$ cat src/rtl/cache_pkg.sv
`default_nettype none
// ============================================================================
// Module      : cache_pkg
// Description : Shared cache geometry defaults, the scrub FSM state type and
//               the 28-bit SEC-DED (extended Hamming, 7 check bits) encoder.
//
//               Code layout: the codeword positions run from 1 to 34. The
//               power-of-two positions (1,2,4,8,16,32) carry Hamming bits
//               ecc[5:0]. The 28 data bits fill the remaining positions in
//               ascending order. ecc[6] is the overall parity of the data bits
//               and ecc[5:0], so a clean codeword has even parity.
// Revision    : 1.0 - initial release
// ============================================================================
package cache_pkg;

    localparam int CACHE_WAY_N = 4;
    localparam int CACHE_IDX_W = 6;
    localparam int CACHE_TAG_W = 28;
    localparam int TAG_ECC_W   = 7;

    typedef enum logic [0:0] {
        SCRUB_IDLE = 1'b0,
        SCRUB_REQ  = 1'b1
    } scrub_state_e;

    // Codeword position of data bit bit_i. The nth non-power-of-two
    // position in the range 1 to 34 holds data bit n.
    function automatic logic [5:0] sec_ded_pos(input int unsigned bit_i);
        logic [5:0]  pos;
        int unsigned n;
        pos = '0;
        n   = 0;
        for (int p = 1; p <= 34; p++) begin
            if ((p & (p - 1)) != 0) begin
                if (n == bit_i) begin
                    pos = 6'(p);
                end
                n++;
            end
        end
        return pos;
    endfunction

    // Hamming bit k is the XOR of every data bit whose position has bit k set.
    function automatic logic [5:0] sec_ded_hamming_28(input logic [27:0] data);
        logic [5:0] h;
        logic [5:0] pos;
        h = '0;
        for (int i = 0; i < 28; i++) begin
            pos = sec_ded_pos(i);
            h   = h ^ (pos & {6{data[i]}});
        end
        return h;
    endfunction

    function automatic logic [6:0] sec_ded_encoder_28(input logic [27:0] data);
        logic [5:0] h;
        h = sec_ded_hamming_28(data);
        return {^{data, h}, h};
    endfunction

endpackage
`default_nettype wire

$ cat src/rtl/sec_ded_decoder_28.sv
`default_nettype none
// ============================================================================
// Module      : sec_ded_decoder_28
// Description : Combinational SEC-DED decoder for a 28-bit word and its 7
//               check bits. It corrects any single-bit error, in the data or
//               in the check bits, and detects double-bit errors. On a double
//               error data_o returns the raw data.
// Ports       : data_i [27:0]  raw data
//               ecc_i  [6:0]   stored check bits
//               data_o [27:0]  corrected data
//               sbe_o          single-bit error seen (corrected)
//               dbe_o          uncorrectable error seen
// Revision    : 1.0 - initial release
// ============================================================================
module sec_ded_decoder_28
    import cache_pkg::*;
(
    input  logic [27:0] data_i,
    input  logic [6:0]  ecc_i,
    output logic [27:0] data_o,
    output logic        sbe_o,
    output logic        dbe_o
);

    logic [5:0] syn;
    logic       parity_err;
    logic       syn_in_range;

    always_comb begin
        syn          = sec_ded_hamming_28(data_i) ^ ecc_i[5:0];
        parity_err   = ^{data_i, ecc_i};
        // A single flip always points inside the 34-bit codeword. A larger
        // syndrome with odd parity can only come from three or more flips,
        // so it is reported as uncorrectable.
        syn_in_range = (syn <= 6'd34);
        sbe_o        = parity_err & syn_in_range;
        dbe_o        = (~parity_err & (syn != 6'd0)) | (parity_err & ~syn_in_range);

        data_o = data_i;
        for (int i = 0; i < 28; i++) begin
            if (sbe_o && (syn == sec_ded_pos(i))) begin
                data_o[i] = ~data_i[i];
            end
        end
    end

endmodule
`default_nettype wire

$ cat src/rtl/tag_ecc_check.sv
`default_nettype none
// ============================================================================
// Module      : tag_ecc_check
// Description : Checks the SEC-DED code on cache tags. A lookup at cycle N
//               gives corrected tags and per-way error flags at cycle N+1.
//               The block keeps saturating SBE and DBE counters. As an
//               option, it writes corrected tags back to the tag array
//               through a scrub handshake, one way at a time.
// Macro       : TAG_SCRUB_EN - when defined, the scrub FSM is built. When it
//               is not defined, the scrub outputs are tied to zero.
// Ports       : clk, rst (async, active-high)
//               lkup_valid_i/lkup_idx_i/lkup_way_i  tag read request
//               tag_rd_i/tag_ecc_rd_i               raw tag + check bits per way
//               chk_valid_o/chk_tag_o/chk_sbe_o/chk_dbe_o  check result
//               scrub_req_*                         scrub write handshake
//               scrub_busy_o/scrub_drop_o           scrub status
//               sbe_cnt_o/dbe_cnt_o                 saturating error counters
// Revision    : 1.0 - initial release
// ============================================================================
module tag_ecc_check
    import cache_pkg::*;
#(
    parameter int WAY_N = CACHE_WAY_N,
    parameter int IDX_W = CACHE_IDX_W,
    parameter int TAG_W = CACHE_TAG_W,
    parameter int ECC_W = TAG_ECC_W
) (
    input  logic                        clk,
    input  logic                        rst,
    input  logic                        lkup_valid_i,
    input  logic [IDX_W-1:0]            lkup_idx_i,
    input  logic [WAY_N-1:0]            lkup_way_i,
    input  logic [WAY_N-1:0][TAG_W-1:0] tag_rd_i,
    input  logic [WAY_N-1:0][ECC_W-1:0] tag_ecc_rd_i,
    output logic                        chk_valid_o,
    output logic [WAY_N-1:0][TAG_W-1:0] chk_tag_o,
    output logic [WAY_N-1:0]            chk_sbe_o,
    output logic [WAY_N-1:0]            chk_dbe_o,
    output logic                        scrub_req_valid_o,
    input  logic                        scrub_req_ready_i,
    output logic [IDX_W-1:0]            scrub_req_idx_o,
    output logic [WAY_N-1:0]            scrub_req_way_o,
    output logic [TAG_W-1:0]            scrub_req_tag_o,
    output logic                        scrub_busy_o,
    output logic                        scrub_drop_o,
    output logic [15:0]                 sbe_cnt_o,
    output logic [15:0]                 dbe_cnt_o
);

    // ------------------------------------------------------------------
    // Lookup pipeline: the tag array returns data one cycle after the read
    // ------------------------------------------------------------------
    logic             lkup_valid_d, lkup_valid_q;
    logic [IDX_W-1:0] lkup_idx_d,   lkup_idx_q;
    logic [WAY_N-1:0] lkup_way_d,   lkup_way_q;

    always_comb begin
        lkup_valid_d = lkup_valid_i;
        lkup_idx_d   = lkup_idx_i;
        lkup_way_d   = lkup_way_i;
    end

    always_ff @(posedge clk or posedge rst) begin
        if (rst) begin
            lkup_valid_q <= 1'b0;
            lkup_idx_q   <= '0;
            lkup_way_q   <= '0;
        end else begin
            lkup_valid_q <= lkup_valid_d;
            lkup_idx_q   <= lkup_idx_d;
            lkup_way_q   <= lkup_way_d;
        end
    end

    assign chk_valid_o = lkup_valid_q;

    // ------------------------------------------------------------------
    // Per-way decode. Ways that are not enabled pass the raw tag through
    // and do not raise flags.
    // ------------------------------------------------------------------
    logic [WAY_N-1:0][TAG_W-1:0] dec_tag;
    logic [WAY_N-1:0]            dec_sbe;
    logic [WAY_N-1:0]            dec_dbe;
    logic [WAY_N-1:0]            way_en;

    for (genvar w = 0; w < WAY_N; w++) begin : g_way
        sec_ded_decoder_28 u_dec (
            .data_i (tag_rd_i[w]),
            .ecc_i  (tag_ecc_rd_i[w]),
            .data_o (dec_tag[w]),
            .sbe_o  (dec_sbe[w]),
            .dbe_o  (dec_dbe[w])
        );

        assign way_en[w]    = lkup_valid_q & lkup_way_q[w];
        assign chk_sbe_o[w] = way_en[w] & dec_sbe[w];
        assign chk_dbe_o[w] = way_en[w] & dec_dbe[w];
        assign chk_tag_o[w] = way_en[w] ? dec_tag[w] : tag_rd_i[w];
    end

    // ------------------------------------------------------------------
    // Error counters. Each one adds the popcount of its flag vector and
    // clips at 0xFFFF.
    // ------------------------------------------------------------------
    function automatic logic [15:0] sat_add(input logic [15:0] cnt,
                                            input logic [WAY_N-1:0] flags);
        logic [16:0] sum;
        sum = {1'b0, cnt};
        for (int w = 0; w < WAY_N; w++) begin
            sum = sum + 17'(flags[w]);
        end
        return sum[16] ? 16'hFFFF : sum[15:0];
    endfunction

    logic [15:0] sbe_cnt_d, sbe_cnt_q;
    logic [15:0] dbe_cnt_d, dbe_cnt_q;

    always_comb begin
        sbe_cnt_d = sbe_cnt_q;
        dbe_cnt_d = dbe_cnt_q;
        if (chk_valid_o) begin
            sbe_cnt_d = sat_add(sbe_cnt_q, chk_sbe_o);
            dbe_cnt_d = sat_add(dbe_cnt_q, chk_dbe_o);
        end
    end

    always_ff @(posedge clk or posedge rst) begin
        if (rst) begin
            sbe_cnt_q <= '0;
            dbe_cnt_q <= '0;
        end else begin
            sbe_cnt_q <= sbe_cnt_d;
            dbe_cnt_q <= dbe_cnt_d;
        end
    end

    assign sbe_cnt_o = sbe_cnt_q;
    assign dbe_cnt_o = dbe_cnt_q;

`ifdef TAG_SCRUB_EN
    // ------------------------------------------------------------------
    // Scrub FSM. Only the SBE mask is latched, so a DBE way is never
    // written back. While a scrub is pending, new SBE results are dropped.
    // ------------------------------------------------------------------
    scrub_state_e                state_d,     state_q;
    logic [WAY_N-1:0]            pend_mask_d, pend_mask_q;
    logic [IDX_W-1:0]            pend_idx_d,  pend_idx_q;
    logic [WAY_N-1:0][TAG_W-1:0] pend_tag_d,  pend_tag_q;
    logic [WAY_N-1:0]            sel_way;
    logic [TAG_W-1:0]            sel_tag;
    logic                        busy;

    always_comb begin
        // The downward scan leaves the lowest pending way as the winner.
        sel_way = '0;
        for (int w = WAY_N - 1; w >= 0; w--) begin
            if (pend_mask_q[w]) begin
                sel_way    = '0;
                sel_way[w] = 1'b1;
            end
        end
        sel_tag = '0;
        for (int w = 0; w < WAY_N; w++) begin
            if (sel_way[w]) begin
                sel_tag = pend_tag_q[w];
            end
        end

        state_d     = state_q;
        pend_mask_d = pend_mask_q;
        pend_idx_d  = pend_idx_q;
        pend_tag_d  = pend_tag_q;

        case (state_q)
            SCRUB_IDLE: begin
                if (chk_valid_o && (|chk_sbe_o)) begin
                    pend_mask_d = chk_sbe_o;
                    pend_idx_d  = lkup_idx_q;
                    pend_tag_d  = chk_tag_o;
                    state_d     = SCRUB_REQ;
                end
            end
            SCRUB_REQ: begin
                if (scrub_req_ready_i) begin
                    pend_mask_d = pend_mask_q & ~sel_way;
                    if (pend_mask_d == '0) begin
                        state_d = SCRUB_IDLE;
                    end
                end
            end
            default: begin
                state_d = SCRUB_IDLE;
            end
        endcase
    end

    always_ff @(posedge clk or posedge rst) begin
        if (rst) begin
            state_q     <= SCRUB_IDLE;
            pend_mask_q <= '0;
            pend_idx_q  <= '0;
            pend_tag_q  <= '0;
        end else begin
            state_q     <= state_d;
            pend_mask_q <= pend_mask_d;
            pend_idx_q  <= pend_idx_d;
            pend_tag_q  <= pend_tag_d;
        end
    end

    assign busy              = (state_q == SCRUB_REQ);
    assign scrub_busy_o      = busy;
    assign scrub_req_valid_o = busy & (|pend_mask_q);
    assign scrub_req_idx_o   = scrub_req_valid_o ? pend_idx_q : '0;
    assign scrub_req_way_o   = scrub_req_valid_o ? sel_way    : '0;
    assign scrub_req_tag_o   = scrub_req_valid_o ? sel_tag    : '0;
    assign scrub_drop_o      = busy & chk_valid_o & (|chk_sbe_o);
`else
    logic unused_scrub;
    assign unused_scrub      = ^{scrub_req_ready_i, lkup_idx_q};

    assign scrub_req_valid_o = 1'b0;
    assign scrub_req_idx_o   = '0;
    assign scrub_req_way_o   = '0;
    assign scrub_req_tag_o   = '0;
    assign scrub_busy_o      = 1'b0;
    assign scrub_drop_o      = 1'b0;
`endif

endmodule
`default_nettype wire

$ cat config.mk
export PLATFORM = sky130hd
export DESIGN_NAME = tag_ecc_check
export DESIGN_NICKNAME = d
export VERILOG_FILES = /design/src/rtl/cache_pkg.sv /design/src/rtl/sec_ded_decoder_28.sv /design/src/rtl/tag_ecc_check.sv
export SDC_FILE = /design/constraint.sdc
export NUM_CORES = 1
export LEC_CHECK = 0
export ABC_CLOCK_PERIOD_IN_PS = 4100
export CAP_MARGIN = 10
export CORE_MARGIN = 2
export CORE_UTILIZATION = 35
export DETAILED_ROUTE_END_ITERATION = 10
export GPL_TIMING_DRIVEN = 0
export PLACE_DENSITY = 0.73
export SLEW_MARGIN = 20
export SYNTH_ARGS = -nofsm -noshare
export SYNTH_HDL_FRONTEND = slang
export SYNTH_SLANG_ARGS = --single-unit
$ cat constraint.sdc
create_clock -name clk -period 4.1 [get_ports clk]
set_clock_uncertainty 0.2 [all_clocks]
set_input_delay 0.41 -clock clk [delete_from_list [all_inputs] [get_ports clk]]
set_output_delay 0.41 -clock clk [all_outputs]
set_load 0.01 [all_outputs]
==> metrics, run 1 <==
Die X 149.3 um; Mapped Cells 818; CP most frequent cell fa_2; synth cell count leaders xnor2_1, xor2_1, nor2_1, nand2_1, xnor3_1; CTS Buf Count 5; DR iter-0 viols 331; CP startpoint kind input pin; post-synthesis cell area 0.007387 mm^2; Die ar. 0.02228 mm^2; PwrDens 478.8 mW/mm^2; maximum operating frequency 218.3 MHz; Slew Limit Headroom 36.54%; VDD IR max 0.0003137 V; Avg Inst Size Synth 9.031 um^2; DRC viols 0; Tot Pwr 6.324 mW; n_diodes 0; type of the worst setup path in2reg; routed len/inst 17.87 um; CORE AREA 0.02089 mm^2; I/O Buffers 298; initial antenna violation count 0; Post-synth EDFFs 0; Crit Path Max Fanout 6; worst-margin pin slew 0.9446 ns; layout cell share with drive strength beyond 1 35.79%; Yosys top cell by area xnor2_1; Pins Over Slew Limit 0; crit path DAT 4.55 ns; row count 53; failing checks setup timing; Clock transition at path regs 0.06 ns; status finished with violations; clock root buffer clkbuf_16; vias 7685; critical path's slowest cell xnor3_2; RSZ-0062 raised after global routing true; fin crit share 111.7%; Clock Latency Late Sink 0.28 ns; vias in the first global route 7335; setup slack at placement -1.498 ns; largest net degree at the start of global routing 31; unique cell type count in the Yosys netlist 49; nets 1435; top_reg_cell synth dfrtp_1; path type of the worst min-delay path in2async; H-Tree Level Count 2; DR vias/cell 4.961; Worst EP required 4.07 ns; maxcap violations 0; leakage power 6.204 nW; CP Capture Type flop; Area Growth Syn to Fin 78.81%; TritonCTS clock tree yes; R2R cell count 14; final WL 27690 um; Synth async-reset ratio 100.0%; PnR worst setup slack -0.4801 ns; Critical Path, Cell by Cell dlygate4sd2_1 -> xor2_1 -> xnor3_2 -> xnor2_4 -> nor3_2 -> or2_2 -> a21oi_2 -> o211ai_1 -> fa_1 -> fa_2 -> inv_2 -> fa_2 -> and3_4 -> nand2_4 -> nor3_4 -> nand4_1 -> mux2_4; HPWL Detailed 20520 um; share of the synthesized area in the top cell type 19.92%; Core Util, Final 63.23%; drt first pass iters 5; Max clock buf depth 2; clk sinks 37; synth top area cells xnor2_1, xor2_1, xnor3_1, dfrtp_1, buf_4; Seq/Total Area, Yosys 12.53%; fillcell total 1693; multi-input logic area 0.007585 mm^2; Die Y 149.3 um; Hold Fails Final Rpt 0; most common cell in the netlist xnor2_1; residual overflow from global routing 0; CP max stage delay 0.51 ns; Routed Antenna Nets 0; RD Place Congestion 0.8577; minimum clock period after layout 4.580 ns; first-pass GRT wire length 39820 um; setup violators final 33; I/O pins 348; GRT Util Overall 22.64%; Yosys warning count 0; Starting Density 35.36%; FF/Latch Area 925.9 um^2; #FFs+latches synth 37
## critical path, delay by kind of cell
family                     cells  cell delay [ns]
AOI/OAI and AO/OA              2             0.32
and+or+nand+nor                6             1.01
buffers and inverters          2             0.34
adders and majority gates      3             1.08
muxes                          1             0.32
xor gates and xnor gates       3             1.05
## metrics by stage
| stage | instance area [um^2] | std cells | setup TNS (ns) | hold slack [ns] |
|---|---|---|---|---|
| 2_1_floorplan | 7690 | 858 | -4.892 | 0.2414 |
| 3_3_place_gp | 11020 | 1431 | -66.11 | 0.3078 |
| 3_5_place_dp | 11040 | 1432 | -74.08 | 0.3283 |
| 4_1_cts | 12520 | 1524 | -10.05 | 0.1563 |
| 5_1_grt | 13210 | 1549 | -17.28 | 0.1603 |
| 6_report | 13210 | 1549 | -11.18 | 0.1487 |
## cells in the final DEF, fill, tap and decap left out, drive strengths merged, types with 10 or more instances in the layout
master         count
nand4             35
xnor2            171
nor3              40
xnor3             48
and3              12
inv               16
buf              176
a211oi            16
clkbuf            33
dfrtp             37
clkdlybuf4s15     20
xor3              10
clkdlybuf4s50    153
o21ai             14
xor2             133
nand3             32
nand2b            11
nand2             51
nor2              62
dlygate4sd2       65
dlymetal6s2s      24
conb              41
## repair_timing
item | CTS | global route
gates cloned | 1 | 1
pin swaps | 80 | 48
gates resized for setup | 382 | 180
endpoints found under the setup margin | 150 | 118
setup buffers | 83 | 25
hold buffers | 0 | 0
## cell families (layout without fill, tap and decap cells)
kind of cell / Yosys count / count (layout) / share of synthesized area [%]
flops: 37 / 37 / 12.53
buf+inv: 73 / 488 / 5.894
mux: 5 / 5 / 0.7621
simple gates: 267 / 268 / 18.39
other cells: 1 / 41 / 0.05076
xor+xnor: 362 / 362 / 54.22
compound gates: 65 / 65 / 6.182
fa+ha+maj: 8 / 8 / 1.965
## final timing paths
kind | startpoint | end | slack [ns]
setup / recovery | tag_ecc_rd_i[22] | dbe_cnt_o[12]$_DFFE_PP0P_ | -0.48
setup reg to reg | chk_valid_o$_DFF_PP0_ | sbe_cnt_o[13]$_DFFE_PP0P_ | -0.14
min in group clk | dbe_cnt_o[8]$_DFFE_PP0P_ | dbe_cnt_o[8]$_DFFE_PP0P_ | 0.33
hold reg to reg | dbe_cnt_o[8]$_DFFE_PP0P_ | dbe_cnt_o[8]$_DFFE_PP0P_ | 0.33
hold / removal | rst | dbe_cnt_o[15]$_DFFE_PP0P_ | 0.15
max in group asynchronous | rst | sbe_cnt_o[9]$_DFFE_PP0P_ | 3.14
## power by group
group / switching (mW) / total, mW / internal, mW
Combinational: 2.76 / 5.41 / 2.65
Sequential: 0.0809 / 0.509 / 0.428
Clock: 0.152 / 0.409 / 0.258
Total: 2.99 / 6.32 / 3.34
## sequential cells by signal (all words and copies together) (netlist names)
| register | cells |
|---|---|
| sbe_cnt_o | 16 |
| dbe_cnt_o | 16 |
| lkup_way_q | 4 |
| chk_valid_o | 1 |
## per-layer routing
metal	up-vias	global-route usage, %	part of all wire, %
met5	-	0	0
met4	0	4.810	2.6
met3	48	2.813	6.1
met2	289	39.86	51
met1	3716	29.83	40
li1	3632	-	-
## layout make-up
type	count	share of cell area (%)
plain buffers	57	3.079
clock buffers	7	1.156
clock inverters	1	0.03789
inverters	16	0.4926
multi-input cells	749	57.42
flip-flops and latches	37	7.010
well taps	275	2.605
repair buffers	407	28.20
Power figures use the tool's default switching activity.
==> run 2: changes to the inputs <==
RECOVER_POWER = 100   (was default)
==> run 2 against run 1 <==
Effect of this change: the flow finishes with violations (capacitance limit, slew limit, setup timing); utilization down 0.054 points; total power is 0.33% lower; via count is 0.33% higher; cell count rose by 0.13%; critical path type unchanged; critical endpoint unchanged; largest power group unchanged; highest routed layer unchanged.
==> metrics, run 2 (synthesis gave the netlist of run 1 again) <==
fin crit share 111.7% (about the same); Die ar. 0.02228 mm^2 (unchanged); worst r2r src chk_valid_o$_DFF_PP0_; CORE AREA 0.02089 mm^2 (unchanged); GRT Util Overall 22.64% (unchanged); clock root buffer clkbuf_16; CP Launch Point tag_ecc_rd_i[22]; Hold Fails Final Rpt 0 (unchanged); maximum operating frequency 218.4 MHz (about the same); path type of the worst min-delay path in2async; type of the worst setup path in2reg; I/O Buffers 298 (unchanged); vias 7710 (+0.33%); Area Growth Syn to Fin 78.66% (about the same); layout cell share with drive strength beyond 1 35.64% (-0.16 points); minimum clock period after layout 4.579 ns (-0.001470 ns); Post-Layout Cell Count 1551 (+0.13%); Crit Path Max Fanout 6 (unchanged); setup violators final 32 (-3.0%); most common cell after layout, fill and taps aside buf_4; first-pass GRT wire length 39820 um (unchanged); multi-input logic area 0.007585 mm^2 (unchanged); Clock transition at path regs 0.06 ns (about the same); DP Cell Count 1432 (unchanged); Die Y 149.3 um (unchanged); fillcell total 1695 (+0.12%); PnR worst setup slack -0.4787 ns (+0.001470 ns); initial antenna violation count 2 (+2); maxcap violations 1 (+1); routed len/inst 17.85 um (-0.12%); Worst EP required 4.07 ns (about the same); worst-margin pin slew 1.687 ns (+0.7420 ns); DR vias/cell 4.971 (+0.20%); Setup TNS Final -11.14 ns (+0.04170 ns); DR iter-0 viols 328 (-0.91%); HPWL Detailed 20520 um (unchanged); count of hold-fix buffers inserted at cts 0 (unchanged); Routed Antenna Nets 0 (unchanged); RSZ-0062 raised after global routing true; CP Capture Type flop; Clock Latency Late Sink 0.28 ns (about the same); CTS Buf Count 5 (unchanged); residual overflow from global routing 0 (unchanged); failing checks capacitance limit, slew limit, setup timing; DRC viols 0 (unchanged); most frequent cells in the layout buf_4, xor2_1, clkdlybuf4s50_1; Die X 149.3 um (unchanged); Starting Density 35.36% (unchanged); crit path DAT 4.55 ns (about the same); status finished with violations; Slew Limit Headroom -12.44% (-49 points); RD Place Congestion 0.8577 (unchanged); Pins Over Slew Limit 31 (+31); TritonCTS clock tree yes; vias in the first global route 7335 (unchanged); clk sinks 37 (unchanged); VDD IR max 0.0003079 V (-1.9%); largest net degree at the start of global routing 31 (unchanged); leakage power 6.273 nW (+1.1%); CP startpoint kind input pin; FF/Latch Area 925.9 um^2 (unchanged); final WL 27690 um (about the same); PwrDens 477.6 mW/mm^2 (-0.25%); row count 53 (unchanged); drt first pass iters 5 (unchanged); Max clock buf depth 2 (unchanged); I/O pins 348 (unchanged); H-Tree Level Count 2 (unchanged); nets 1435 (unchanged)
==> run 2: worst max-delay path, cell delays in order <==
cell	delay [ns]
dlygate4sd2_1	0.27
xor2_1	0.21
xnor3_2	0.51
xnor2_4	0.33
nor3_2	0.09
or2_2	0.33
a21oi_2	0.18
o211ai_1	0.14
fa_1	0.51
fa_2	0.37
inv_2	0.07
fa_2	0.20
and3_4	0.21
nand2_4	0.06
nor3_4	0.18
nand4_1	0.14
mux2_4	0.32
==> run 2: final cells by class <==
type,count,area share (%)
clock inverter,1,0.03792
multi-input combinational,749,57.47
buffer,57,3.081
timing repair buffer,407,28.10
inverter,16,0.4930
sequential,37,7.016
antenna,2,0.03792
tap,275,2.607
clock buffer,7,1.157
==> run 2: where the power goes <==
part	switching, mW	internal (mW)	total (mW)
Combinational	2.76	2.63	5.39
Sequential	0.0780	0.428	0.506
Clock	0.151	0.257	0.408
Total	2.99	3.32	6.30
==> run 2: repair_timing <==
action | 4_1_cts | 5_1_grt
setup buffers | 83 | 25
endpoints found under the hold margin | 0 | 0
endpoints found under the setup margin | 150 | 118
pin swaps | 80 | 48
gates cloned | 1 | 1
gates resized for setup | 382 | 180
==> run 2: final timing paths <==
path                                                   to  slack, ns  depth (start not counted)
max in group asynchronous        dbe_cnt_o[0]$_DFFE_PP0P_       1.53                          3
min in group clk                 dbe_cnt_o[8]$_DFFE_PP0P_       0.33                          1
worst max-delay path            dbe_cnt_o[12]$_DFFE_PP0P_      -0.48                         17
worst min-delay path            dbe_cnt_o[15]$_DFFE_PP0P_       0.31                          2
worst max register to register   sbe_cnt_o[0]$_DFFE_PP0P_      -0.13                         14
worst min register to register   dbe_cnt_o[8]$_DFFE_PP0P_       0.33                          1
==> run 2: per-layer routing <==
metal	routed length, um	up-vias	global-route usage [%]	part of all wire, %
met3	1815	50	2.813	6.6
met4	732	0	4.810	2.6
li1	-	3635	-	-
met5	0	-	0	0
met2	14150	309	39.86	51
met1	10990	3716	29.83	40
==> run 2: per-stage QoR <==
step / power (mW) / util (%) / worst slack [ns] / hold slack, ns / area [um^2]
final: 6.303 / 63.18 / -0.4787 / 0.3063 / 13200
after global routing: 6.686 / 63.17 / -0.6280 / 0.3280 / 13200
after CTS: 5.707 / 59.95 / -0.4243 / 0.1563 / 12520
after detailed placement: 4.150 / 52.84 / -1.498 / 0.3283 / 11040
after global placement: 4.073 / 52.74 / -1.453 / 0.3078 / 11020
after floorplan: 3.036 / - / -0.3543 / 0.2414 / 7690
==> RTL edit 1, RTL diff (flow settings as in run 2) <==
Add a define of `TAG_SCRUB_EN`.
--- a/src/rtl/tag_ecc_check.sv
+++ b/src/rtl/tag_ecc_check.sv
@@ -18,4 +18,6 @@
 // Revision    : 1.0 - initial release
 // ============================================================================
+`define TAG_SCRUB_EN
+
 module tag_ecc_check
     import cache_pkg::*;
Function: changed (a bounded check fails within 4 cycles, from zero or initial values and one cycle with rst high).
==> RTL edit 1 against run 2 <==
The run still ends with capacitance limit, slew limit, setup timing left; routed wire length is 81% higher; maximum frequency is 1.4% lower; register-to-register slack worse by 40 ps; first-iteration DRC count is 130% higher; synthesized area is 77% higher; worst setup slack worse by 67 ps; sequential power grew to 5.7 times the old value; combinational power is 48% higher; sequential cell count is 129 higher; cell area is 56% higher; total power is 97% higher; critical path type unchanged; largest power group unchanged.
==> RTL edit 1: results (changes against run 2) <==
----------------------------------------------------
[GRT]
  Overall Global Routing Usage ... 0.254 (was 0.226)
  Initial antenna violation count ... 3 (was 2)
  Number of global-route vias before repair ... 12,200 (was 7,335)
  Global-route wire length before repair ... 74,200 um (was 39,800 um)

[Drt]
  First-iteration detailed-routing DRC count ... 741 (was 328)
  Vias per cell ... 5.23 (was 4.97)
  Routed WL per cell ... 22.7 um (was 17.9 um)

[Status]
  Violated checks ... capacitance limit, slew limit, setup timing (unchanged)
  Outcome ... finished, violations left (unchanged)

[Yosys]
  Portion of the post-synthesis area used by sequential elements ... 0.317 (was 0.125)
  XOR/XNOR Fraction of Synth Area ... 0.305 (was 0.542)
  Top post-synthesis cells by area ... dfrtp_1 32%, xnor2_1 14%, mux2_4 11%, xnor3_1 10%, xor2_1 5.7% (was xnor2_1 20%, xor2_1 16%, xnor3_1 14%, dfrtp_1 13%, buf_4 4.3%)
  Portion of netlist area occupied by mux cells ... 0.133 (was 0.00762)
  Area fraction in compound gates after synthesis ... 0.0522 (was 0.0618)
  Number of unique standard cell types used by synthesis ... 57 (was 49)
  Cell types with the highest counts after synthesis ... 203 x xnor2_1, 166 x dfrtp_1, 108 x nor2_1 (was 168 x xnor2_1, 133 x xor2_1, 62 x nor2_1)
  Adder-cell share of the synthesized area ... 0.0120 (was 0.0196)

[Layout]
  Share of cells above drive strength 1 ... 0.401 (was 0.356)
  Filler cells ... 3,042 (was 1,695)

[Power]
  Leakage power of the design ... 0.00993 uW (was 0.00627 uW)

[Setup path]
  Critical path arrival ... 4820 ps (was 4550 ps)
  Crit path max-delay cell type ... fa_1 (was xnor3_2)
  Minimum setup slack among reg-to-reg paths ... -170 ps (was -130 ps)
  Family with the most delay on the worst path ... XOR/XNOR gates (was adder cells)
  Top fanout value on the critical path ... 5 (was 6)
  Capture point of the worst reg-to-reg path ... dbe_cnt_o[6]$_DFFE_PP0P_ (was sbe_cnt_o[0]$_DFFE_PP0P_)

[STA]
  Slew Viols, Final ... 64 (was 31)
  Min Tclk post-route ... 4650 ps (was 4580 ps)
  Final setup violating endpoints ... 94 (was 32)
  Worst setup margin ... -546 ps (was -479 ps)
  Worst Max-Slew Pin Slew ... 1830 ps (was 1690 ps)

[Place]
  Placed standard-cell area ... 17,400 um2 (was 11,000 um2)
  Final weighted congestion in routability-driven placement ... 0.966 (was 0.858)
  Count of buffers inserted at the top-level ports ... 346 (was 298)
  Detailed-placement wirelength estimate ... 37,800 um (was 20,500 um)

[Clock network]
  CTS H-tree lvls ... 4 (was 2)
  Later-pin clock latency in the skew report ... 440 ps (was 280 ps)
  Cts bufs inserted ... 17 (was 5)

[Flow run]
  Number of maximum-capacitance constraint violations ... 2 (was 1)

[Hold path]
  Class of the most critical hold timing path ... in2reg (was in2async)

----------------------------------------------------
RTL edit 1: cell count changes in the layout (fill, tap and decap cells not counted), sizes merged, moves of 32 or more:
cell           change
clkbuf            +63
a21oi             +38
dfrtp            +129
nand3             +40
nor2              +46
conb              -41
mux2             +117
xnor2             +32
xor2              -48
clkdlybuf4s50     -33
buf               +36
RTL edit 1: final cells by class:
class                   instances  area (um2)  area share
inverters                      18        68.8     0.00335
repair buffers                517        4460       0.217
clock inverters                12         105     0.00512
well taps                     468         586      0.0285
plain buffers                  57         480      0.0234
flip-flops and latches        166        4150       0.202
multi-input cells             956       10200       0.498
diodes                          1        2.50    0.000122
clock buffers                  20         447      0.0217
RTL edit 1: what timing repair did:
action,CTS,global route
setup endpoints to repair,265,123
resized for setup,552,164
gates cloned,4,0
setup buffers,129,34
pin swaps,159,95
RTL edit 1: worst register-to-register path, stage by stage, from the launching register on:
cell	delay (ps)
dfrtp_1	370
clkbuf_1	670
clkbuf_1	470
and2_1	220
o221ai_2	140
fa_1	510
fa_2	370
inv_2	70
fa_2	200
and3_4	190
nor2b_4	160
nand2_2	60
or3_4	380
buf_8	160
nand2_2	50
RTL edit 1: power by group:
group	internal (uW)	switching [uW]	leakage [uW]	total [uW]
Sequential	2340	540	0.00202	2880
Clock	850	706	0.000258	1560
Combinational	4100	3900	0.00765	8000
RTL edit 1: how the worst max path moves through the flow:
stage	startpoint	end	slack, ps
2_1_floorplan	tag_rd_i[24]	dbe_cnt_o[0]$_DFFE_PP0P_	-640
3_3_place_gp	tag_rd_i[21]	sbe_cnt_o[5]$_DFFE_PP0P_	-1650
3_5_place_dp	tag_rd_i[21]	sbe_cnt_o[1]$_DFFE_PP0P_	-1660
4_1_cts	tag_rd_i[47]	dbe_cnt_o[5]$_DFFE_PP0P_	-500
5_1_grt	tag_rd_i[17]	dbe_cnt_o[0]$_DFFE_PP0P_	-660
6_report	tag_rd_i[17]	dbe_cnt_o[6]$_DFFE_PP0P_	-550
RTL edit 1: cells by family (layout without fill, tap and decap cells):
| family | after synthesis | count (layout) |
|---|---|---|
| xor+xnor | 353 | 353 |
| other cells | 0 | 1 |
| mux | 122 | 122 |
| simple gates | 370 | 370 |
| compound gates | 102 | 102 |
| fa+ha+maj | 9 | 9 |
| buf+inv | 82 | 624 |
| flops | 166 | 166 |
RTL edit 1: routing by layer:
layer  track usage  wire length (um)
met3        0.0623              3590
met2         0.417             24100
met5             0                13
met4         0.123              2650
met1         0.312             19900
RTL edit 1: through the flow:
step                      instances  hold WS [ps]  total power, uW  utilization
after floorplan                1204           241             7550            -
after global placement         2018           261             9420        0.472
after detailed placement       2023           266             9560        0.475
after CTS                      2183           192            12100        0.551
after global routing           2214           247            13100        0.560
final                          2215           250            12400        0.560
==> RTL edit 2, RTL diff (flow settings as in run 2) <==
Without the edit above. Put one more register stage on the output `sbe_cnt_o`, without a reset. The value now appears one clock later. The other outputs are not delayed to match.
--- a/src/rtl/tag_ecc_check.sv
+++ b/src/rtl/tag_ecc_check.sv
@@ -135,5 +135,7 @@
     end
 
-    assign sbe_cnt_o = sbe_cnt_q;
+    always_ff @(posedge clk) begin
+        sbe_cnt_o <= sbe_cnt_q;
+    end
     assign dbe_cnt_o = dbe_cnt_q;
 
Behaviour: not the same (Yosys sat finds a counterexample within 4 cycles, from zero or initial values and one cycle with rst high).
==> RTL edit 2 against run 2 <==
The flow finishes with violations (setup timing); sequential cell count increased by 16; count of clock-buffer cells in the layout decreased by 1; sequential power increased by 34%; synthesized area increased by 0.97%; worst setup slack got worse by 69 ps; first-iteration DRC count decreased by 21%; utilization decreased by 1.1 points; routed wire length decreased by 3.3%; global-route usage decreased by 0.61 points; maximum frequency decreased by 1.5%; cell area decreased by 1.4%; total power decreased by 2.3%; critical path type unchanged; largest power group unchanged.
==> RTL edit 2: results (changes against run 2) <==
----------------------------------------------------
[Setup path]
  Number of cells traversed by the worst register-to-register path ... 15 (was 14)
  Worst Path Class, Setup ... in2reg (unchanged)
  Capture point of the worst reg-to-reg path ... sbe_cnt_q[0]$_DFFE_PP0P_ (was sbe_cnt_o[0]$_DFFE_PP0P_)
  Top fanout value on the critical path ... 5 (was 6)
  Largest stage delay, worst path ... 490 ps (was 510 ps)
  First element of the critical path ... tag_rd_i[101] (was tag_ecc_rd_i[22])
  Minimum setup slack among reg-to-reg paths ... 20 ps (was -130 ps)
  Family with the most delay on the worst path ... XOR/XNOR gates (was adder cells)
  Critical path arrival ... 4670 ps (was 4550 ps)

[GRT]
  Overall Global Routing Usage ... 0.220 (was 0.226)
  Initial antenna violation count ... 6 (was 2)
  Number of global-route vias before repair ... 7,127 (was 7,335)
  Largest net degree at the start of global routing ... 24 (was 31)

[Yosys]
  Top post-synthesis cells by area ... xnor2_1 22%, xnor3_1 14%, xor2_1 12%, dfrtp_1 12%, dfxtp_1 4.3% (was xnor2_1 20%, xor2_1 16%, xnor3_1 14%, dfrtp_1 13%, buf_4 4.3%)
  Async set-or-reset flop fraction in the synthesized netlist ... 0.698 (was 1.00)
  Number of unique standard cell types used by synthesis ... 59 (was 49)
  Portion of the post-synthesis area used by sequential elements ... 0.167 (was 0.125)

[Drt]
  Vias per cell ... 4.71 (was 4.97)
  First-iteration detailed-routing DRC count ... 258 (was 328)
  Highest metal layer used by the detailed router ... met4 (unchanged)
  Met3 wire length ... 1400 um (was 1820 um)
  Sum of routed wire length over all layers ... 26,800 um (was 27,700 um)
  Number of iterations in the first detailed-routing pass ... 4 (was 5)
  Routed metal-1 wire length ... 10,800 um (was 11,000 um)
  Routed met2 length ... 14,000 um (was 14,200 um)

[Power]
  Worst IR drop on VDD ... 286 uV (was 308 uV)
  Internal cell power ... 3330 uW (was 3320 uW)
  Leakage power of the design ... 0.00628 uW (was 0.00627 uW)

[STA]
  Worst setup margin ... -548 ps (was -479 ps)
  Worst Max-Slew Pin Slew ... 1300 ps (was 1690 ps)
  Final setup violating endpoints ... 47 (was 32)
  Sum of negative setup slack ... -15,430 ps (was -11,140 ps)

[Hold path]
  Class of the most critical hold timing path ... reg2reg (was in2async)

[Place]
  Setup Slack @ Placement ... -1680 ps (was -1500 ps)
  Detailed-placement wirelength estimate ... 20,500 um (about the same)
  Final weighted congestion in routability-driven placement ... 0.901 (was 0.858)

[Layout]
  Share of cells above drive strength 1 ... 0.313 (was 0.356)
  Number of nets at the end of the flow ... 1,428 (was 1,435)
  Filler cells ... 1,738 (was 1,695)

[Status]
  Violated checks ... setup timing (was capacitance limit, slew limit, setup timing)
  Outcome ... finished, violations left (unchanged)

[Clock network]
  CTS sink count ... 53 (was 37)

----------------------------------------------------
RTL edit 2: layout make-up:
type,count,area (um2),share of cell area
multi-input cells,733,6990,0.537
well taps,275,344,0.0264
inverters,18,70.1,0.00538
flip-flops and latches,53,1250,0.0958
clock inverters,2,38.8,0.00298
repair buffers,406,3790,0.291
clock buffers,6,129,0.00990
diodes,6,15.0,0.00115
plain buffers,49,385,0.0296
RTL edit 2: what timing repair did:
action	in CTS	in global routing
setup endpoints to repair	151	126
gates resized for setup	278	178
setup buffers	65	42
pin swaps	103	89
gates cloned	1	0
RTL edit 2: layer usage:
| metal | global-route usage | vias to the layer above |
|---|---|---|
| met5 | 0 | - |
| li1 | - | 3508 |
| met2 | 0.394 | 252 |
| met1 | 0.275 | 3493 |
| met3 | 0.0277 | 44 |
| met4 | 0.0693 | 0 |
RTL edit 2: power by group through the flow:
stage	Combinational (uW)	Sequential (uW)	Clock, uW
floorplan	2500	701	0
global placement	3530	684	0
detailed placement	3590	690	0
CTS	4480	681	496
global route	5320	693	519
finish	5000	679	484
RTL edit 2: cells by family after synthesis:
family          count (synthesis)  synth area share
other cells                     1          0.000503
simple gates                  297             0.200
mux                             2           0.00285
compound gates                 34            0.0312
xor+xnor                      351             0.521
buf+inv                        69            0.0584
flops                          53             0.167
fa+ha+maj                       8            0.0195
RTL edit 2: per-stage QoR:
step / cell area, um2 / cells / util / total power [uW] / hold WS (ps)
detailed placement: 11100 / 1429 / 0.529 / 4280 / 181
floorplan: 7740 / 855 / - / 3210 / 162
CTS: 12300 / 1502 / 0.586 / 5650 / 192
global placement: 11100 / 1428 / 0.528 / 4210 / 171
global route: 13000 / 1548 / 0.621 / 6530 / 204
finish: 13000 / 1548 / 0.621 / 6160 / 190
